==> src/rtl/t48_timer_multi.sv <==
// Multi-channel T48 timer/event counter with per-channel reload register and sticky overflow flag.
// Counters, flags and overflow pulses are registered (1 enabled cycle); data_o is combinational; no flow control.
module t48_timer_multi #(
   parameter int CNT_W = 8,
   parameter int PRE_W = 5,
   parameter int CH_N  = 2,
   parameter int CH_W  = 1
) (
   input  logic             clk_i,
   input  logic             res_i,
   input  logic             en_clk_i,
   input  logic [2:0]       clk_mstate_i,
   input  logic [CH_N-1:0]  t_i,
   input  logic [CH_W-1:0]  ch_sel_i,
   input  logic [CNT_W-1:0] data_i,
   input  logic             read_timer_i,
   input  logic             write_timer_i,
   input  logic             write_reload_i,
   input  logic             start_t_i,
   input  logic             start_cnt_i,
   input  logic             stop_tcnt_i,
   input  logic             arld_i,
   input  logic             ovf_clr_i,
   output logic [CNT_W-1:0] data_o,
   output logic [CH_N-1:0]  overflow_o,
   output logic [CH_N-1:0]  ovf_flag_o
);
   typedef enum logic [1:0] {IDLE = 2'b00, TIMER = 2'b01, COUNTER = 2'b10} mode_t;

   mode_t            mode_q [CH_N];
   mode_t            mode_d [CH_N];
   logic [CNT_W-1:0] cnt_q  [CH_N];
   logic [CNT_W-1:0] cnt_d  [CH_N];
   logic [CNT_W-1:0] rld_q  [CH_N];
   logic [CNT_W-1:0] rld_d  [CH_N];
   logic [PRE_W-1:0] pre_q  [CH_N];
   logic [PRE_W-1:0] pre_d  [CH_N];
   logic [CH_N-1:0]  arld_q, arld_d;
   logic [CH_N-1:0]  t_q, t_d;
   logic [CH_N-1:0]  ovf_q, ovf_d;
   logic [CH_N-1:0]  flag_q, flag_d;
   logic [CH_N-1:0]  sel, inc;

   always_comb begin
      sel = '0;
      inc = '0;
      for (int i = 0; i < CH_N; i++) begin
         sel[i] = (ch_sel_i == CH_W'(i));
         inc[i] = (clk_mstate_i == 3'b100) &&
                  (((mode_q[i] == TIMER) && (&pre_q[i])) ||
                   ((mode_q[i] == COUNTER) && t_q[i] && !t_i[i]));
      end
   end

   always_comb begin
      arld_d = arld_q;
      t_d    = t_q;
      ovf_d  = '0;
      flag_d = flag_q;
      for (int i = 0; i < CH_N; i++) begin
         mode_d[i] = mode_q[i];
         pre_d[i]  = pre_q[i];
         cnt_d[i]  = cnt_q[i];
         rld_d[i]  = rld_q[i];

         if (sel[i] && start_t_i) begin
            mode_d[i] = TIMER;
            arld_d[i] = arld_i;
         end else if (sel[i] && start_cnt_i) begin
            mode_d[i] = COUNTER;
            arld_d[i] = arld_i;
         end else if (sel[i] && stop_tcnt_i) begin
            mode_d[i] = IDLE;
         end

         if (sel[i] && start_t_i)
            pre_d[i] = '0;
         else if (clk_mstate_i == 3'b010)
            pre_d[i] = pre_q[i] + PRE_W'(1);

         if (clk_mstate_i == 3'b011)
            t_d[i] = t_i[i];

         // A software write overrides a coincident tick and suppresses its overflow
         if (sel[i] && write_timer_i) begin
            cnt_d[i] = data_i;
         end else if (inc[i]) begin
            if (&cnt_q[i]) begin
               cnt_d[i] = arld_q[i] ? rld_q[i] : '0;
               ovf_d[i] = 1'b1;
            end else begin
               cnt_d[i] = cnt_q[i] + CNT_W'(1);
            end
         end

         if (sel[i] && write_reload_i)
            rld_d[i] = data_i;

         if (ovf_d[i])
            flag_d[i] = 1'b1;
         else if (sel[i] && ovf_clr_i)
            flag_d[i] = 1'b0;
      end
   end

   always_ff @(posedge clk_i or posedge res_i) begin
      if (res_i) begin
         for (int i = 0; i < CH_N; i++) begin
            mode_q[i] <= IDLE;
            pre_q[i]  <= '0;
            cnt_q[i]  <= '0;
            rld_q[i]  <= '0;
         end
         arld_q <= '0;
         t_q    <= '0;
         ovf_q  <= '0;
         flag_q <= '0;
      end else if (en_clk_i) begin
         for (int i = 0; i < CH_N; i++) begin
            mode_q[i] <= mode_d[i];
            pre_q[i]  <= pre_d[i];
            cnt_q[i]  <= cnt_d[i];
            rld_q[i]  <= rld_d[i];
         end
         arld_q <= arld_d;
         t_q    <= t_d;
         ovf_q  <= ovf_d;
         flag_q <= flag_d;
      end
   end

   always_comb begin
      data_o = '1;
      for (int i = 0; i < CH_N; i++)
         if (read_timer_i && sel[i])
            data_o = cnt_q[i];
   end

   assign overflow_o = ovf_q;
   assign ovf_flag_o = flag_q;
endmodule

==> config.mk <==
export PLATFORM = sky130hd
export DESIGN_NAME = t48_timer_multi
export DESIGN_NICKNAME = d
export VERILOG_FILES = /design/src/rtl/t48_timer_multi.sv
export SDC_FILE = /design/constraint.sdc
export NUM_CORES = 1
export LEC_CHECK = 0
export BUFFER_PORTS_ARGS = -buffer_cell sky130_fd_sc_hd__buf_4
export CAP_MARGIN = 20
export CORE_MARGIN = 3
export CORE_UTILIZATION = 26
export DETAILED_ROUTE_END_ITERATION = 8
export PLACE_DENSITY_LB_ADDON = 0.12
export SLEW_MARGIN = 5
export SYNTH_ARGS = -nofsm -noshare
export SYNTH_HDL_FRONTEND = slang
export SYNTH_SLANG_ARGS = --single-unit
==> constraint.sdc <==
create_clock -name clk_i -period 1.95 [get_ports clk_i]
set_input_delay 0.39 -clock clk_i [delete_from_list [all_inputs] [get_ports clk_i]]
set_output_delay 0.39 -clock clk_i [all_outputs]
set_load 0.01 [all_outputs]
# ---- Word level (Yosys, flattened, before mapping)
# Index checks and enable logic that the tools add are counted.
dict set report word_totals {
  out_inout_bits 12
  register_bits 54
  wordCells 113
  input_bits 25
}
dict set report classes {
  mux 34
  n_bitwise 1
  reduce_logical 53
  addsub 4
  eq_ne 7
}
# operator n
set ops {}
lappend ops {{8-bit two-way mux} 10}
lappend ops {{2-bit AND reduction} 13}
lappend ops {{1-bit logical AND} 22}
lappend ops {{5-bit two-way mux} 4}
lappend ops {{8-bit by 1-bit adder with 8-bit output (second input constant)} 2}
lappend ops {{8-bit AND reduction} 2}
lappend ops {{2-bit nonzero test} 8}
lappend ops {{1-bit two-way mux} 14}
lappend ops {{2-bit two-way mux} 6}
lappend ops {{5-bit by 1-bit adder with 5-bit output (second input constant)} 2}
lappend ops {{5-bit AND reduction} 2}
lappend ops {{3-bit by 2-bit equality test with 1-bit output (second input constant)} 2}
lappend ops {{3-bit nonzero test} 2}
lappend ops {{2-bit by 1-bit equality test with 1-bit output (second input constant)} 2}
lappend ops {{2-bit equality test (second input constant)} 2}
lappend ops {{3-bit equality test (second input constant)} 1}
lappend ops {{1-bit logical NOT} 2}
lappend ops {{1-bit logical OR} 2}
lappend ops {{1-bit NOT} 1}

# ---- Longest topological paths before layout
dict set report logic_depth {
  depth_word 9
  depth_mapped 8
  depth_no_buf 7
}

# ---- Least setup slack after synthesis
# No wires, ideal clock.
dict set report synth_timing {
  kind {register to register}
  start {register pre_q[5] in the netlist's numbering}
  end {register cnt_q[13] in the netlist's numbering}
  path_stages_with_launch 9
  path_slack_ns -0.053
  period_less_slack_ns 2.003
  setup_ns 0.125
  t_arrival_ns 1.878
  cell_sequence {dfrtp_1 ha_1 and3_1 ha_1 and3b_1 o21ai_4 and2_4 buf_6 mux2_2}
}
dict set report synth_via {
  elab_chain_len 6
}
# item line
set synth_rtl {}
lappend synth_rtl {{from (decl)} 36} ;# logic [PRE_W-1:0] pre_q [CH_N];
lappend synth_rtl {{from (signal, indexed assignment)} 121} ;# pre_q[i] <= pre_d[i];
lappend synth_rtl {{5-bit AND reduction} 50} ;# (((mode_q[i] == TIMER) && (&pre_q[i])) ||
lappend synth_rtl {{1-bit logical AND} 50}
lappend synth_rtl {{1-bit logical OR} 50}
lappend synth_rtl {{1-bit logical AND} 49} ;# inc[i] = (clk_mstate_i == 3'b100) &&
lappend synth_rtl {{2-bit nonzero test (no line)} --}
lappend synth_rtl {{2-bit AND reduction (no line)} --}
lappend synth_rtl {{to (signal, indexed assignment)} 122} ;# cnt_q[i] <= cnt_d[i];
lappend synth_rtl {{to (decl)} 32} ;# logic [CNT_W-1:0] cnt_q [CH_N];
# No other way between the ends.
# A chain may end at the register's enable or synchronous reset.

# ---- Worst setup path after layout
dict set report layout_timing {
  start {register pre_q[1] in the netlist's numbering}
  end {register cnt_q[2] in the netlist's numbering}
}
# Same word-level chain as after synthesis.

==> flow_summary.yaml <==
clock_network:
  clk_pin_slew_ns: 0.07
  clk-insertion-delay-late_ns: 0.29
  cts_buffers: 5
  cts.htree.levels: 2
  clockRootBuffer: "clkbuf_16"
  tritoncts: "yes"
  cts_sinks: 54
  clockBufferDepth: 2
timing:
  timing_worst_slew_pin_value_ns: 0.536
  period_minus_slack_ns: 1.86
  hold_viol: 0
  setup-violations-final: 0
  relSlewSlack_pct: 64.2
  fin_skew_ns: 0.00646
  fmax_mhz: 536
  finalMaxSlewViolations: 0
  fin_crit_sh_pct: 95.6
detailed_routing:
  totalWireLength_mm: 8.76
  drtIter0Drc: 80
  vias: 2596
  vias_per_cell: 5.10
  ant_nets: 0
  drc: 0
  drtPass1Iterations: 4
  avgRoutedWirePerCell_um: 17.2
finish:
  stdcell_area_sq_um: 3870
  drive_gt1_share_pct: 29.0
  nFillCells: 1210
  syn_to_final_growth_pct: 24.9
  diodes: 0
  fin_cells: 509
  finish.net_count: 396
  utilization_pct: 33.6
logic_synthesis:
  synth-async-reset-ratio_pct: 100
  synth_ff_type: "dfrtp_1"
  ys.warnings.count: 0
  synth_fp_nets: 348
  synth_area_per_cell_sq_um: 9.78
  synth_cells: 317
  yosysUniqueCellTypes: 58
  synth-edff-count: 0
  ys_seq_elements: 54
  synthesis.area_sq_um: 3100
  yosysSeqAreaShare_pct: 43.6
worst_setup_path:
  crit_chain: "ha_2, and3_1, ha_1, and3b_1, o21ai_2, buf_6, a21oi_1, o2bb2a_1"
  cp_slowest_cell: "dfrtp_1"
  crit_path_start: "pre_q[1]$_DFFE_PP0P_"
  critPathLaunchType: "flop"
  path_class: "flop to flop"
  cp_data_arrival_time_ns: 2.04
  cp-end-kind: "flop"
  crit_path_max_incr_delay_ns: 0.40
  r2r_start: "pre_q[1]$_DFFE_PP0P_"
  r2r_slack_ns: 0.09
  required_ns: 2.13
  crit_fanout: 6
place:
  place_area_sq_um: 3590
  hpwl_mm: 6.24
  gp_congestion: 0.781
  dpl.cell_count: 492
  io_buffers: 36
power_and_ir_drop:
  p_leak_uw: 0.00173
  ir_drop_v: 0.000296
  power_uw: 3730
  powerDensity_nw_per_um2: 963
die:
  die_x_um: 115
  fp.dieArea_sq_um: 13300
  die_height_um: 115
  ios: 37
  rows: 39
  start_util_pct: 26.9
  coreArea_sq_um: 11500
global_route:
  grt_pass1_vias: 2685
  grt_use_total_pct: 13.7
  antenna_found_initial: 0
  grt_pass1_wl_mm: 14.2
  grt_start_max_net_pins: 55
  grt-ovfl-total: 0
job:
  max_cap_viol_count: 0
worst_hold_path:
  hp-class: "input pin to async pin"
status:
  outcome: "finished, final reports clean"
## state kept, by name (all words and copies together), names as in the netlist
| register | count |
|---|---|
| cnt_q | 16 |
| rld_q | 16 |
| pre_q | 10 |
| mode_q | 4 |
| arld_q | 2 |
| overflow_o | 2 |
| ovf_flag_o | 2 |
| t_q | 2 |
## cell usage after synthesis, types with 6 or more instances
master,number,area [sq um]
o31ai_1,7,52.6
buf_2,8,40.0
a21oi_1,14,70.1
nand4_1,9,56.3
ha_1,6,75.1
mux2_2,23,259
o21ai_0,11,55.1
and3_1,7,43.8
mux2i_1,7,70.1
inv_1,8,30.0
nand2_1,31,116
clkbuf_1,7,26.3
nor2_1,21,78.8
dfrtp_1,54,1350
nand3_1,19,95.1
## placed cells by master, fill, tap and decap left out, types with 4 or more instances in the layout
cell type	count
a22o_1	4
dfrtp_1	54
nand3_1	19
nand2_1	31
mux2_2	22
ha_1	4
o31ai_1	7
nand4_1	9
nor2_1	21
xor2_1	5
buf_4	60
and3_1	7
o21ai_0	10
a21oi_1	14
a31oi_1	5
nor3_1	4
mux2i_1	7
inv_1	7
o22ai_1	4
clkbuf_16	5
## area by class of cell
type / instances / area (sq um) / area share [%]
clock inverters: 2 / 60.1 / 1.55
well taps: 143 / 179 / 4.62
multi-input cells: 233 / 1630 / 42.0
repair buffers: 63 / 487 / 12.6
flip-flops and latches: 54 / 1350 / 34.9
clock buffers: 6 / 139 / 3.59
inverters: 8 / 30.0 / 0.776
## critical path, delay by kind of cell (launching register included)
| kind | cells | cell delay, ns |
|---|---|---|
| AO/OA/AOI/OAI | 3 | 0.51 |
| adder cells (fa/ha/maj) | 2 | 0.35 |
| buffers and inverters | 1 | 0.15 |
| flip-flops | 1 | 0.40 |
| AND/OR/NAND/NOR | 2 | 0.35 |
## metrics by stage
stage | hold WS [ns] | worst slack [ns] | setup TNS, ns
CTS | 0.168 | 0.00607 | 0
finish | 0.143 | 0.0850 | 0
global route | 0.188 | -0.00552 | -0.00552
floorplan | 0.457 | 0.00443 | 0
detailed placement | 0.466 | 0.00208 | 0
global placement | 0.464 | 0.0275 | 0
## path summary, 6_finish.rpt
| kind | endpoint | depth (start not counted) |
|---|---|---|
| hold reg to reg | ovf_flag_o[1]$_DFFE_PP0P_ | 2 |
| max in group asynchronous | arld_q[1]$_DFFE_PP0P_ | 3 |
| min in group clk_i | mode_q[3]$_DFFE_PP0P_ | 2 |
| setup / recovery | cnt_q[2]$_DFFE_PP0P_ | 8 |
| setup reg to reg | cnt_q[2]$_DFFE_PP0P_ | 8 |
| hold / removal | rld_q[2]$_DFFE_PP0P_ | 3 |
## kinds of logic after synthesis
family / synth area share (%)
compound gates: 17.6
simple gates: 18.8
mux: 11.0
fa+ha+maj: 2.42
buf+inv: 4.56
xor+xnor: 1.98
flops: 43.6
## per-layer routing
layer	part of all wire (%)	track usage, %	up-vias
met5	0	0	-
met4	0.68	2.90	0
met3	5.7	3.21	5
met2	45	21.8	64
met1	48	19.1	1252
li1	-	-	1275
## where the power goes
group | internal [uW] | leakage (uW) | switching (uW)
combinational | 499 | 0.000971 | 483
clock | 772 | 0.0000971 | 415
sequential | 1330 | 0.000664 | 231
total | 2600 | 0.00173 | 1130
## what timing repair did
action                                  CTS  global route
resized for setup                         1             6
endpoints found under the setup margin    6            10
gates cloned                              0             1
hold buffers                              0             0
pin swaps                                 0             4
buffers inserted                          2             6
Note: power is estimated with default switching activity, not from simulation.
